$ cat src/rtl/risc8_uart_rx.sv
// ============================================================================
// Module      : risc8_uart_rx
// Description : risc8 UART receiver. IO-bus peripheral that deserialises 8N1
//               serial data into a small receive FIFO for the CPU.
// Revision    : 1.0 - initial release
// ============================================================================
`default_nettype none

module risc8_uart_rx #(
  parameter logic [6:0] BASE       = 7'h30,
  parameter int         FIFO_DEPTH = 4
) (
  input  logic       clk,
  input  logic       reset,
  input  logic       ren,
  input  logic       wen,
  input  logic [6:0] addr,
  input  logic [7:0] wdata,
  output logic [7:0] rdata,
  output logic       valid,
  input  logic       rx_in,
  output logic       rx_irq
);

  localparam int              c_PW         = $clog2(FIFO_DEPTH);
  localparam int              c_CW         = c_PW + 1;
  localparam logic [c_CW-1:0] c_FULL_CNT   = c_CW'(FIFO_DEPTH);
  localparam logic [c_CW-1:0] c_CNT_ONE    = c_CW'(1);
  localparam logic [c_PW-1:0] c_PTR_ONE    = c_PW'(1);
  localparam logic [6:0]      c_ADDR_BAUD  = BASE;
  localparam logic [6:0]      c_ADDR_STAT  = BASE + 7'd1;
  localparam logic [6:0]      c_ADDR_DATA  = BASE + 7'd2;

  localparam logic [1:0] c_ST_IDLE  = 2'd0;
  localparam logic [1:0] c_ST_START = 2'd1;
  localparam logic [1:0] c_ST_DATA  = 2'd2;
  localparam logic [1:0] c_ST_STOP  = 2'd3;

  logic            r_rx_meta;
  logic            r_rxs;
  logic [1:0]      r_state;
  logic [1:0]      w_state_nxt;
  logic [7:0]      r_cnt;
  logic [7:0]      w_cnt_nxt;
  logic [2:0]      r_bit_idx;
  logic [2:0]      w_bit_nxt;
  logic [7:0]      r_shreg;
  logic [7:0]      w_shreg_nxt;
  logic            w_cnt_zero;
  logic            w_stop_sample;
  logic            w_rx_push;
  logic            w_frame_set;

  logic [7:0]      r_baud_div;
  logic            r_frame_err;
  logic            r_overrun;
  logic [7:0]      r_mem [FIFO_DEPTH];
  logic [c_PW-1:0] r_wr_ptr;
  logic [c_PW-1:0] r_rd_ptr;
  logic [c_CW-1:0] r_count;
  logic            w_avail;
  logic            w_full;
  logic            w_push;
  logic            w_pop;
  logic            w_overrun_set;
  logic            w_wr_stat;
  logic            w_addr_hit;
  logic [7:0]      w_rd_mux;

  // rx_in is asynchronous; everything downstream uses r_rxs only
  always_ff @(posedge clk or negedge reset) begin
    if (!reset) begin
      r_rx_meta <= 1'b1;
      r_rxs     <= 1'b1;
    end else begin
      r_rx_meta <= rx_in;
      r_rxs     <= r_rx_meta;
    end
  end

  always_ff @(posedge clk or negedge reset) begin
    if (!reset) r_state <= c_ST_IDLE;
    else        r_state <= w_state_nxt;
  end

  always_ff @(posedge clk or negedge reset) begin
    if (!reset) begin
      r_cnt     <= 8'd0;
      r_bit_idx <= 3'd0;
      r_shreg   <= 8'd0;
    end else begin
      r_cnt     <= w_cnt_nxt;
      r_bit_idx <= w_bit_nxt;
      r_shreg   <= w_shreg_nxt;
    end
  end

  assign w_cnt_zero = (r_cnt == 8'd0);

  always_comb begin
    w_state_nxt = r_state;
    w_cnt_nxt   = r_cnt;
    w_bit_nxt   = r_bit_idx;
    w_shreg_nxt = r_shreg;
    case (r_state)
      c_ST_IDLE: begin
        if (!r_rxs) begin
          w_state_nxt = c_ST_START;
          w_cnt_nxt   = r_baud_div >> 1;
        end
      end
      c_ST_START: begin
        if (!w_cnt_zero) begin
          w_cnt_nxt = r_cnt - 8'd1;
        end else if (!r_rxs) begin
          w_state_nxt = c_ST_DATA;
          w_cnt_nxt   = r_baud_div;
          w_bit_nxt   = 3'd0;
        end else begin
          w_state_nxt = c_ST_IDLE;
        end
      end
      c_ST_DATA: begin
        if (!w_cnt_zero) begin
          w_cnt_nxt = r_cnt - 8'd1;
        end else begin
          w_shreg_nxt = {r_rxs, r_shreg[7:1]};
          w_cnt_nxt   = r_baud_div;
          if (r_bit_idx == 3'd7) w_state_nxt = c_ST_STOP;
          else                   w_bit_nxt   = r_bit_idx + 3'd1;
        end
      end
      c_ST_STOP: begin
        if (!w_cnt_zero) w_cnt_nxt   = r_cnt - 8'd1;
        else             w_state_nxt = c_ST_IDLE;
      end
      default: w_state_nxt = c_ST_IDLE;
    endcase
  end

  always_comb begin
    w_stop_sample = (r_state == c_ST_STOP) && w_cnt_zero;
    w_rx_push     = w_stop_sample && r_rxs;
    w_frame_set   = w_stop_sample && !r_rxs;
  end

  assign w_avail       = (r_count != '0);
  assign w_full        = (r_count == c_FULL_CNT);
  assign w_push        = w_rx_push && !w_full;
  assign w_overrun_set = w_rx_push && w_full;
  assign w_pop         = ren && (addr == c_ADDR_DATA) && w_avail;
  assign w_wr_stat     = wen && (addr == c_ADDR_STAT);
  assign rx_irq        = w_avail;

  always_ff @(posedge clk or negedge reset) begin
    if (!reset) begin
      r_baud_div  <= 8'h05;
      r_frame_err <= 1'b0;
      r_overrun   <= 1'b0;
    end else begin
      if (wen && (addr == c_ADDR_BAUD)) r_baud_div <= wdata;
      // hardware set takes priority over a simultaneous software clear
      if (w_frame_set)                 r_frame_err <= 1'b1;
      else if (w_wr_stat && wdata[3])  r_frame_err <= 1'b0;
      if (w_overrun_set)               r_overrun   <= 1'b1;
      else if (w_wr_stat && wdata[2])  r_overrun   <= 1'b0;
    end
  end

  always_ff @(posedge clk or negedge reset) begin
    if (!reset) begin
      r_wr_ptr <= '0;
      r_rd_ptr <= '0;
      r_count  <= '0;
    end else begin
      if (w_push) r_wr_ptr <= r_wr_ptr + c_PTR_ONE;
      if (w_pop)  r_rd_ptr <= r_rd_ptr + c_PTR_ONE;
      case ({w_push, w_pop})
        2'b10:   r_count <= r_count + c_CNT_ONE;
        2'b01:   r_count <= r_count - c_CNT_ONE;
        default: r_count <= r_count;
      endcase
    end
  end

  always_ff @(posedge clk) begin
    if (w_push) r_mem[r_wr_ptr] <= r_shreg;
  end

  always_comb begin
    w_rd_mux   = 8'h00;
    w_addr_hit = 1'b1;
    case (addr)
      c_ADDR_BAUD: w_rd_mux = r_baud_div;
      c_ADDR_STAT: w_rd_mux = {4'b0, r_frame_err, r_overrun, w_full, w_avail};
      c_ADDR_DATA: w_rd_mux = w_avail ? r_mem[r_rd_ptr] : 8'h00;
      default:     w_addr_hit = 1'b0;
    endcase
  end

  always_ff @(posedge clk or negedge reset) begin
    if (!reset) begin
      rdata <= 8'h00;
      valid <= 1'b0;
    end else begin
      valid <= ren && w_addr_hit;
      if (ren && w_addr_hit) rdata <= w_rd_mux;
    end
  end

endmodule

`default_nettype wire

$ cat config.mk
export PLATFORM = sky130hd
export DESIGN_NAME = risc8_uart_rx
export DESIGN_NICKNAME = d
export VERILOG_FILES = /design/src/rtl/risc8_uart_rx.sv
export SDC_FILE = /design/constraint.sdc
export NUM_CORES = 1
export LEC_CHECK = 0
export BUFFER_PORTS_ARGS = -buffer_cell sky130_fd_sc_hd__buf_2
export CAP_MARGIN = 20
export CORE_MARGIN = 5
export CORE_UTILIZATION = 52
export DETAILED_ROUTE_END_ITERATION = 10
export PLACE_DENSITY = 0.71
export SLEW_MARGIN = 25
export SYNTH_ARGS = -nofsm -noshare
export SYNTH_HDL_FRONTEND = slang
export SYNTH_SLANG_ARGS = --single-unit
export TNS_END_PERCENT = 10
$ cat constraint.sdc
create_clock -name clk -period 3.2 [get_ports clk]
set_input_delay 0.32 -clock clk [delete_from_list [all_inputs] [get_ports clk]]
set_output_delay 0.32 -clock clk [all_outputs]
set_load 0.005 [all_outputs]
# Word-level counts from Yosys, hierarchy flattened
# Memory sizes are Yosys's and may differ from the RTL's.
# Index checks and enable logic that the tools add are counted.
totals:
  mem_count: 1
  output_inout_bits: 10
  reg_bits: 49
  elab_cells: 94
  ram_bits: 32
mem_list:
  columns: ["memory", "depth", "width", "read_ports", "rd_ports_with_merged_regs", "wr", "line_no", "source"]
  rows:
  - ["r_mem", 4, 8, 1, 0, 1, "57", "logic [7:0] r_mem [FIFO_DEPTH];"]
classes:
  eq_ne: 19
  n_addsub: 6
  muxes: 28
  reduce_logical: 26
ops:
  columns: ["cell", "count"]
  rows:
  - ["$mux 8", 6]
  - ["$pmux 8 s4", 1]
  - ["$pmux 8 s3", 1]
  - ["$eq 7x6->1 const B", 3]
  - ["$ne 2x2->1 const B", 8]
  - ["$logic_and 1x1->1", 12]
  - ["$mux 2", 6]
  - ["$mux 3", 4]
  - ["$pmux 3 s2", 2]
  - ["$reduce_and 5->1", 2]
  - ["$logic_not 8->1", 1]
  - ["$pmux 2 s4", 1]
  - ["$reduce_bool 2->1", 4]
  - ["$sub 8x1->8 const B", 1]
  - ["$mux 1", 7]
  - ["$add 3x1->3 const B", 2]
  - ["$eq 2x2->1 const B", 3]
  - ["$eq 3x3->1 const B", 2]
  - ["$add 2x1->2 const B", 2]
  - ["$eq 2x1->1 const B", 2]
  - ["$ne 3x3->1 const B", 1]
  - ["$reduce_and 3->1", 1]
  - ["$reduce_bool 3->1", 1]
  - ["$reduce_or 3->1", 1]
  - ["other kinds (4)", 5]

# Longest topological paths before layout
# Gate-level depths: netlist (run 1).
logic_depth:
  word_depth: 6
  ltp_mapped: 12
  mapped_depth_nobuf: 11

# Worst setup path after synthesis (run 1)
# No wires, ideal clock.
synth_path:
  path_type: "in2reg"
  start: "input port addr[2]"
  end: "register r_count[2]"
  setup_ps: 79
  arrival_time_ps: 2310
  t_required_ps: 3121
  cell_stages: 9
  n_path_buf: 0
  setup_slack_ps: 811
  path_cell_list: "nand4bb_4 -> nor4b_2 -> and2_1 -> ha_1 -> inv_1 -> fa_1 -> xor2_1 -> nor2_1 -> xor2_1"
synth_between:
  elab_chain_len: 5
synth_lines:
  columns: ["element", "line_no", "source"]
  rows:
  - ["from (decl)", "17", "input logic [6:0] addr,"]
  - ["$eq 7x6->1 (*)", "151", "assign w_pop = ren && (addr == c_ADDR_DATA) && w_avail;"]
  - ["$logic_and 1x1->1 (*) (2 in series)", "151", null]
  - ["named net w_pop", "64", "logic w_pop;"]
  - ["$eq 2x1->1 or $eq 2x2->1 (tied branches)", "178", "case ({w_push, w_pop})"]
  - ["$pmux 3 s2 or $reduce_bool 2->1 (tied branches)", null, null]
  - ["to (signal assigned)", "179", "2'b10: r_count <= r_count + c_CNT_ONE;"]
  - ["to (signal assigned)", "180", "2'b01: r_count <= r_count - c_CNT_ONE;"]
  - ["to (signal assigned)", "181", "default: r_count <= r_count;"]
  - ["to (decl)", "60", "logic [c_CW-1:0] r_count;"]
# Mark *: on every way through the listed nets, which the timed path passes. The rest lies on a longest branch.
# A chain may end at the register's enable or synchronous reset.

# Worst setup path after layout (run 1)
layout_path:
  start: "register r_cnt[2]"
  end: "register r_count[1]"
layout_between:
  elab_chain_len: 6
layout_lines:
  columns: ["element", "line_no", "source"]
  rows:
  - ["from (decl)", "43", "logic [7:0] r_cnt;"]
  - ["from (signal assigned)", "92", "r_cnt <= w_cnt_nxt;"]
  - ["$logic_not 8->1 (*)", "98", "assign w_cnt_zero = (r_cnt == 8'd0);"]
  - ["$logic_and 1x1->1 (*)", "142", "w_stop_sample = (r_state == c_ST_STOP) && w_cnt_zero;"]
  - ["$logic_and 1x1->1 (*)", "143", "w_rx_push = w_stop_sample && r_rxs;"]
  - ["$logic_and 1x1->1 (*)", "149", "assign w_push = w_rx_push && !w_full;"]
  - ["$eq 2x1->1 or $eq 2x2->1 (tied branches)", "178", null]
  - ["$pmux 3 s2 or $reduce_bool 2->1 (tied branches)", null, null]
# Mark *: on every way between the ends. The rest lies on a longest branch, timed or not.

==> results.sh, run 1 <==
export IMPL_outcome="finished clean"
export IMPL_leakagePower_nw=1.89
export IMPL_finalSetupViolations=0
export IMPL_final_cell_mix="dfrtp_1, edfxtp_1, buf_2"
export IMPL_die_x_um=97.4
export IMPL_yosysWarnings=0
export IMPL_syn_nets=338
export IMPL_fp_coreArea_mm2=0.00733
export IMPL_fin_setup_tns_ps=0
export IMPL_drcViolationCount=0
export IMPL_grt_overflow_total=0
export IMPL_crit_chain="nor4_1, nor3b_1, and3_1, inv_1, ha_1, inv_1, fa_1, o21ai_0"
export IMPL_num_rows=31
export IMPL_grt_max_degree=30
export IMPL_hpwlAfterDp_mm=5.65
export IMPL_place_port_buffers=29
export IMPL_dieArea_mm2=0.00948
export IMPL_start_kind="flip-flop"
export IMPL_min_period_ps=2660
export IMPL_htreeDepth=3
export IMPL_rsz0062_at_grt="no"
export IMPL_max_cap_violations=0
export IMPL_synth_cells=303
export IMPL_final_util=0.608
export IMPL_antenna_cells=0
export IMPL_crit_path_frequent_cell="inv_1"
export IMPL_final_antenna_net_count=0
export IMPL_multi_input_area_mm2=0.00164
export IMPL_synthMuxAreaShare=0.134
export IMPL_ys_ff_latch=81
export IMPL_nFillCells=574
export IMPL_initial_utilization=0.542
export IMPL_num_vias=2518
export IMPL_ctsResizeCount=0
export IMPL_synth_top_family_by_area="multiplexers"
export IMPL_cp_end_kind="flip-flop"
export IMPL_cp_slowest_cell="dfrtp_1"
export IMPL_drt_iter0_drc=131
export IMPL_crit_type="flip-flop to flip-flop"
export IMPL_drv_slew=0
export IMPL_gp_congestion=0.880
export IMPL_grt_pass1_vias=2588
export IMPL_max_clock_freq_mhz=376
export IMPL_fin_area_mm2=0.00446
export IMPL_relSlewSlack=0.424
export IMPL_layout_nets=376
export IMPL_grt_pass1_wl_mm=13.5
export IMPL_wirelength_mm=7.91
export IMPL_cts_sinks=81
export IMPL_synth_edff_count=32
export IMPL_final_common_cell="dfrtp_1"
export IMPL_dpl_cell_count=428
export IMPL_worst_pin_slew_ps=860
export IMPL_cts_setup_buffers=0
export IMPL_synth_cell_type_count=62
export IMPL_synth_area_per_cell_um2=13.1
export IMPL_yosys_area_share_simple=0.114
export IMPL_placed_area_mm2=0.00424
export IMPL_syn_cell_area_mm2=0.00397
export IMPL_cp_required_ps=3480
export IMPL_synthFlopType="dfrtp_1"
export IMPL_cp_slowest_stage_delay_ps=450
export IMPL_fin_cells=445
export IMPL_synth_fa_ha_area_frac=0.0491
export IMPL_insertion_delay_ps=350
export IMPL_grt_usage=0.179
export IMPL_async_reset_ff_frac=0.605
export IMPL_ir_worst_vdd_mv=0.341
export IMPL_register_area_mm2=0.00219
export IMPL_finalCritPeriodShare=0.831
export IMPL_ys_seq_area_frac=0.552
export IMPL_fin_hold_ws_ps=63.5
export IMPL_critPathArrivalTime_ps=2940
export IMPL_via_per_inst=5.66
export IMPL_antenna_found_initial=0
export IMPL_hold_path_class="primary input to flip-flop"
export IMPL_die_height_um=97.4
export IMPL_hold_violations=0
export IMPL_cts_tree="built"
export IMPL_crit_fanout=7
export IMPL_root_buffer="clkbuf_8"
export IMPL_p_per_area_mw_per_mm2=742
export IMPL_fin_worst_skew_ps=9.58
export IMPL_synth_compound_area_frac=0.103
export IMPL_cts_made_buffers=9
export IMPL_dr_pass1_iters=6
export IMPL_path_clk_slew_ps=90
export IMPL_drive_gt1_frac=0.292
export IMPL_io_pins=30
export IMPL_synth_xor_area_frac=0.0132
export IMPL_wl_per_cell_um=17.8
export IMPL_cts_buffer_depth=2
export IMPL_area_delta_synth_final_pct=12.3
[metal layers]
layer,track usage,share of wire,vias to the layer above
li1,-,-,1209
met1,0.241,0.44,1254
met2,0.288,0.50,47
met3,0.0431,0.043,8
met4,0.0564,0.016,0
met5,0,0,-
[final timing paths]
check,cells after the start,slack (ps),from,endpoint
max,8,540,r_cnt[2]$_DFFE_PN0P_,r_count[1]$_DFFE_PN0P_
min,1,60,rx_in,r_rx_meta$_DFF_PN1_
max reg2reg,8,540,r_cnt[2]$_DFFE_PN0P_,r_count[1]$_DFFE_PN0P_
min reg2reg,0,360,r_rx_meta$_DFF_PN1_,r_rxs$_DFF_PN1_
max in group asynchronous,3,1890,reset,r_baud_div[2]$_DFFE_PN1P_
min in group asynchronous,2,520,reset,valid$_DFF_PN0_
[kinds of logic (layout without fill, tap and decap cells)]
family,Yosys count,count (layout)
flops,81,81
simple gates,74,74
compound gates,54,54
mux,40,40
buf+inv,33,76
fa+ha+maj,15,15
xor+xnor,6,6
[critical path, delay by kind of cell, from the launching register on]
family | cells | cell delay, ps
AOI/OAI and AO/OA | 1 | 160
DFF | 1 | 450
and+or+nand+nor | 3 | 1200
adders and majority gates | 2 | 630
buffers and inverters | 2 | 160
[registers in the layout, indices dropped and copies added, names as in the netlist, named ones only]
signal / count
r_rx_meta: 1
valid: 1
r_shreg: 8
rdata: 8
r_frame_err: 1
r_mem: 32
r_bit_idx: 3
r_wr_ptr: 2
r_cnt: 8
r_count: 3
r_overrun: 1
r_state: 1
r_rd_ptr: 2
r_baud_div: 8
r_rxs: 1
[layout make-up]
cell class                 instances  share of cell area
clock inverter                     7              0.0196
multi-input combinational        189               0.368
inverter                          24              0.0202
tap                               99              0.0278
sequential                        81               0.492
clock buffer                       9              0.0278
timing repair buffer              36              0.0449
[repair_timing]
action | in CTS | in global routing
setup endpoints to repair | 0 | 0
endpoints found under the hold margin | 2 | 0
hold buffers | 1 | 0
[cell usage after synthesis (all sizes together), types with 2 or more instances]
cell | count | area, µm²
a22oi | 2 | 15.0
nor2b | 5 | 31.3
mux2 | 26 | 293
mux2i | 6 | 60.1
o21ai | 6 | 30.0
mux4 | 8 | 180
nand4 | 3 | 18.8
nand3 | 3 | 15.0
or3 | 3 | 23.8
nand2b | 6 | 37.5
dfrtp | 45 | 1130
a21oi | 7 | 35.0
dfstp | 4 | 105
o22ai | 4 | 25.0
a221oi | 4 | 35.0
nand2 | 18 | 70.1
xor2 | 3 | 26.3
o311ai | 2 | 17.5
buf | 5 | 32.5
nor3b | 2 | 20.0
nor4 | 3 | 18.8
xnor2 | 3 | 26.3
ha | 14 | 175
a311oi | 2 | 17.5
inv | 24 | 90.1
nor4b | 2 | 23.8
o31ai | 3 | 36.3
a31oi | 7 | 43.8
nor2 | 10 | 45.0
a22o | 6 | 52.6
and3 | 2 | 12.5
edfxtp | 32 | 961
nor3 | 6 | 35.0
clkbuf | 4 | 15.0
and2 | 6 | 37.5
[power breakdown]
part	leakage [nW]	total (mW)	internal (mW)	switching, mW
logic	0.836	1.15	0.507	0.643
registers	0.951	1.38	1.22	0.159
clock network	0.0992	0.779	0.374	0.405
[stage by stage]
| stage | power (mW) | setup slack [ps] |
|---|---|---|
| after CTS | 3.32 | 560 |
| after global routing | 3.53 | 369 |
| after floorplan | 2.24 | 811 |
| after global placement | 2.50 | 657 |
| after detailed placement | 2.53 | 562 |
| final | 3.31 | 541 |
No activity file was read; power rests on OpenSTA's default activity.
==> run 2: changes to the inputs <==
ABC_AREA = 1   (was unset)
PLACE_DENSITY = 0.73   (was 0.71)
clock period = 2.2 ns   (was 3.2 ns; I/O delays follow)
==> results.sh, run 2 <==
export IMPL_reg2reg_to="r_count[1]$_DFFE_PN0P_"
export IMPL_cts_buffer_depth=2
export IMPL_num_rows=32
export IMPL_fin_hold_ws_ps=111
export IMPL_ys_top_cells_by_count="nand2_1, nor2_1, inv_1, dfrtp_1, o21ai_0"
export IMPL_htreeDepth=3
export IMPL_synth_edff_count=32
export IMPL_syn_nets=504
export IMPL_area_delta_synth_final_pct=15.1
export IMPL_hold_path_class="primary input to flip-flop"
export IMPL_ir_worst_vdd_mv=0.681
export IMPL_syn_cell_area_mm2=0.00408
export IMPL_hold_violations=0
export IMPL_r2r_cells=11
export IMPL_ys_seq_area_frac=0.537
export IMPL_cts_sinks=81
export IMPL_top_register="r_mem"
export IMPL_fp_coreArea_mm2=0.00769
export IMPL_largest_reg_flops=32
export IMPL_final_setup_worst_slack_ps=74.9
export IMPL_grt_pass1_vias=3076
export IMPL_rsz0062_at_grt="no"
export IMPL_yosysTopAreaCellShare=0.276
export IMPL_dr_pass1_iters=4
export IMPL_antenna_cells=0
export IMPL_wl_per_cell_um=13.4
export IMPL_finalCritPeriodShare=0.966
export IMPL_grt_overflow_total=0
export IMPL_ys_ff_latch=81
export IMPL_cp_end_kind="flip-flop"
export IMPL_outcome="finished clean"
export IMPL_synth_cells=469
export IMPL_fin_cells=625
export IMPL_start_kind="flip-flop"
export IMPL_drt_iter0_drc=192
export IMPL_min_period_ps=2130
export IMPL_finalSetupViolations=0
export IMPL_die_x_um=98.6
export IMPL_cts_made_buffers=9
export IMPL_drv_slew=0
export IMPL_drcViolationCount=0
export IMPL_final_cell_mix="nand2_1, nor2_1, inv_1"
export IMPL_ff2ff_setup_slack_ps=70
export IMPL_final_antenna_net_count=0
export IMPL_grt_usage=0.184
export IMPL_relSlewSlack=0.633
export IMPL_synth_area_per_cell_um2=8.71
export IMPL_grt_max_degree=27
export IMPL_dieArea_mm2=0.00973
export IMPL_p_per_area_mw_per_mm2=932
export IMPL_wirelength_mm=8.36
export IMPL_critPathArrivalTime_ps=2400
export IMPL_worst_pin_slew_ps=551
export IMPL_synth_area_top_cells="dfrtp_1, edfxtp_1, nand2_1"
export IMPL_yosysWarnings=0
export IMPL_root_buffer="clkbuf_8"
export IMPL_drive_gt1_frac=0.166
export IMPL_synth_top_area_cell="dfrtp_1"
export IMPL_antenna_found_initial=0
export IMPL_final_common_cell="nand2_1"
export IMPL_synth_most_common_cell="nand2_1"
export IMPL_layout_nets=553
export IMPL_max_clock_freq_mhz=471
export IMPL_fin_worst_skew_ps=10.1
export IMPL_die_height_um=98.6
export IMPL_fin_setup_tns_ps=0
export IMPL_gp_congestion=0.894
export IMPL_io_pins=30
export IMPL_cts_tree="built"
export IMPL_path_clk_slew_ps=90
export IMPL_place_ws_ps=52.6
export IMPL_multi_input_area_mm2=0.00163
export IMPL_synth_cell_type_count=33
export IMPL_dpl_cell_count=606
export IMPL_hpwlAfterDp_mm=6.19
export IMPL_leakagePower_nw=2.33
export IMPL_critPathLaunch="r_cnt[0]$_DFFE_PN0P_"
export IMPL_nFillCells=653
export IMPL_max_cap_violations=0
export IMPL_cp_endpoint="r_count[1]$_DFFE_PN0P_"
export IMPL_crit_fanout=5
export IMPL_num_vias=3153
export IMPL_via_per_inst=5.04
export IMPL_cp_required_ps=2480
export IMPL_synthFlopType="dfrtp_1"
export IMPL_reg2reg_from="r_cnt[0]$_DFFE_PN0P_"
export IMPL_register_area_mm2=0.00219
export IMPL_grt_pass1_wl_mm=14.4
export IMPL_insertion_delay_ps=340
export IMPL_crit_type="flip-flop to flip-flop"
export IMPL_place_port_buffers=29
export IMPL_initial_utilization=0.531
export IMPL_async_reset_ff_frac=0.605
run 2: how the worst min path moves through the flow:
stage / start / to / slack (ps) / cells after the start
final: wdata[0] / r_baud_div[0]$_DFFE_PN1P_ / 110 / 3
after global routing: wdata[0] / r_baud_div[0]$_DFFE_PN1P_ / 100 / 3
after CTS: wdata[0] / r_baud_div[0]$_DFFE_PN1P_ / 110 / 3
after detailed placement: reset / r_cnt[4]$_DFFE_PN0P_ / 250 / 1
after global placement: reset / r_cnt[4]$_DFFE_PN0P_ / 240 / 1
after floorplan: reset / asynchronous set/reset pin / -80 / 0
run 2: timing repair:
action                                 4_1_cts  5_1_grt
endpoints found under the hold margin       22        0
gates resized for setup                      0        6
setup buffers                                0        1
setup endpoints to repair                    0        2
hold buffers                                 2        0
run 2: through the flow:
stage / util / total power, mW / cell area (µm²)
after global placement: 0.577 / 3.07 / 4440
final: 0.612 / 4.38 / 4700
after floorplan: - / 2.79 / 4090
after CTS: 0.610 / 4.37 / 4690
after global routing: 0.612 / 4.68 / 4700
after detailed placement: 0.577 / 3.11 / 4440
run 2: kinds of logic after synthesis:
kind of cell               count (synthesis)  share of synthesized area
DFF                                       81                      0.537
buffers and inverters                     65                     0.0643
adders and majority gates                 15                     0.0478
xor gates and xnor gates                   6                     0.0129
and+or+nand+nor                          232                      0.247
AOI/OAI and AO/OA                         70                     0.0910
run 2: metal layers:
layer	share of wire	wire length, µm	up-vias	global-route usage
li1	-	-	1618	-
met1	0.45	3760	1445	0.244
met2	0.48	4040	72	0.296
met3	0.043	361	18	0.0425
met4	0.024	201	0	0.0662
met5	0	0	-	0
run 2: area by class of cell:
cell class / instances / share of cell area
clock buffers: 10 / 0.0293
multi-input cells: 323 / 0.347
repair buffers: 49 / 0.0665
inverters: 54 / 0.0431
flip-flops and latches: 81 / 0.466
well taps: 102 / 0.0271
clock inverters: 6 / 0.0208
run 2: report_power, final:
part	internal [mW]	switching [mW]	total, mW	leakage [nW]
clock	0.689	0.575	1.26	0.119
sequential	1.69	0.138	1.83	0.964
combinational	0.470	0.824	1.29	1.25
run 2: worst max-delay path, cell delays in order (launching register included):
cell     delay [ps]
dfrtp_1         410
inv_2           100
ha_1            150
nand3_1         100
inv_2            80
nand2_4          60
nor3_4          240
nand2_4          70
ha_1            210
inv_2            80
fa_2            420
o21ai_1         140
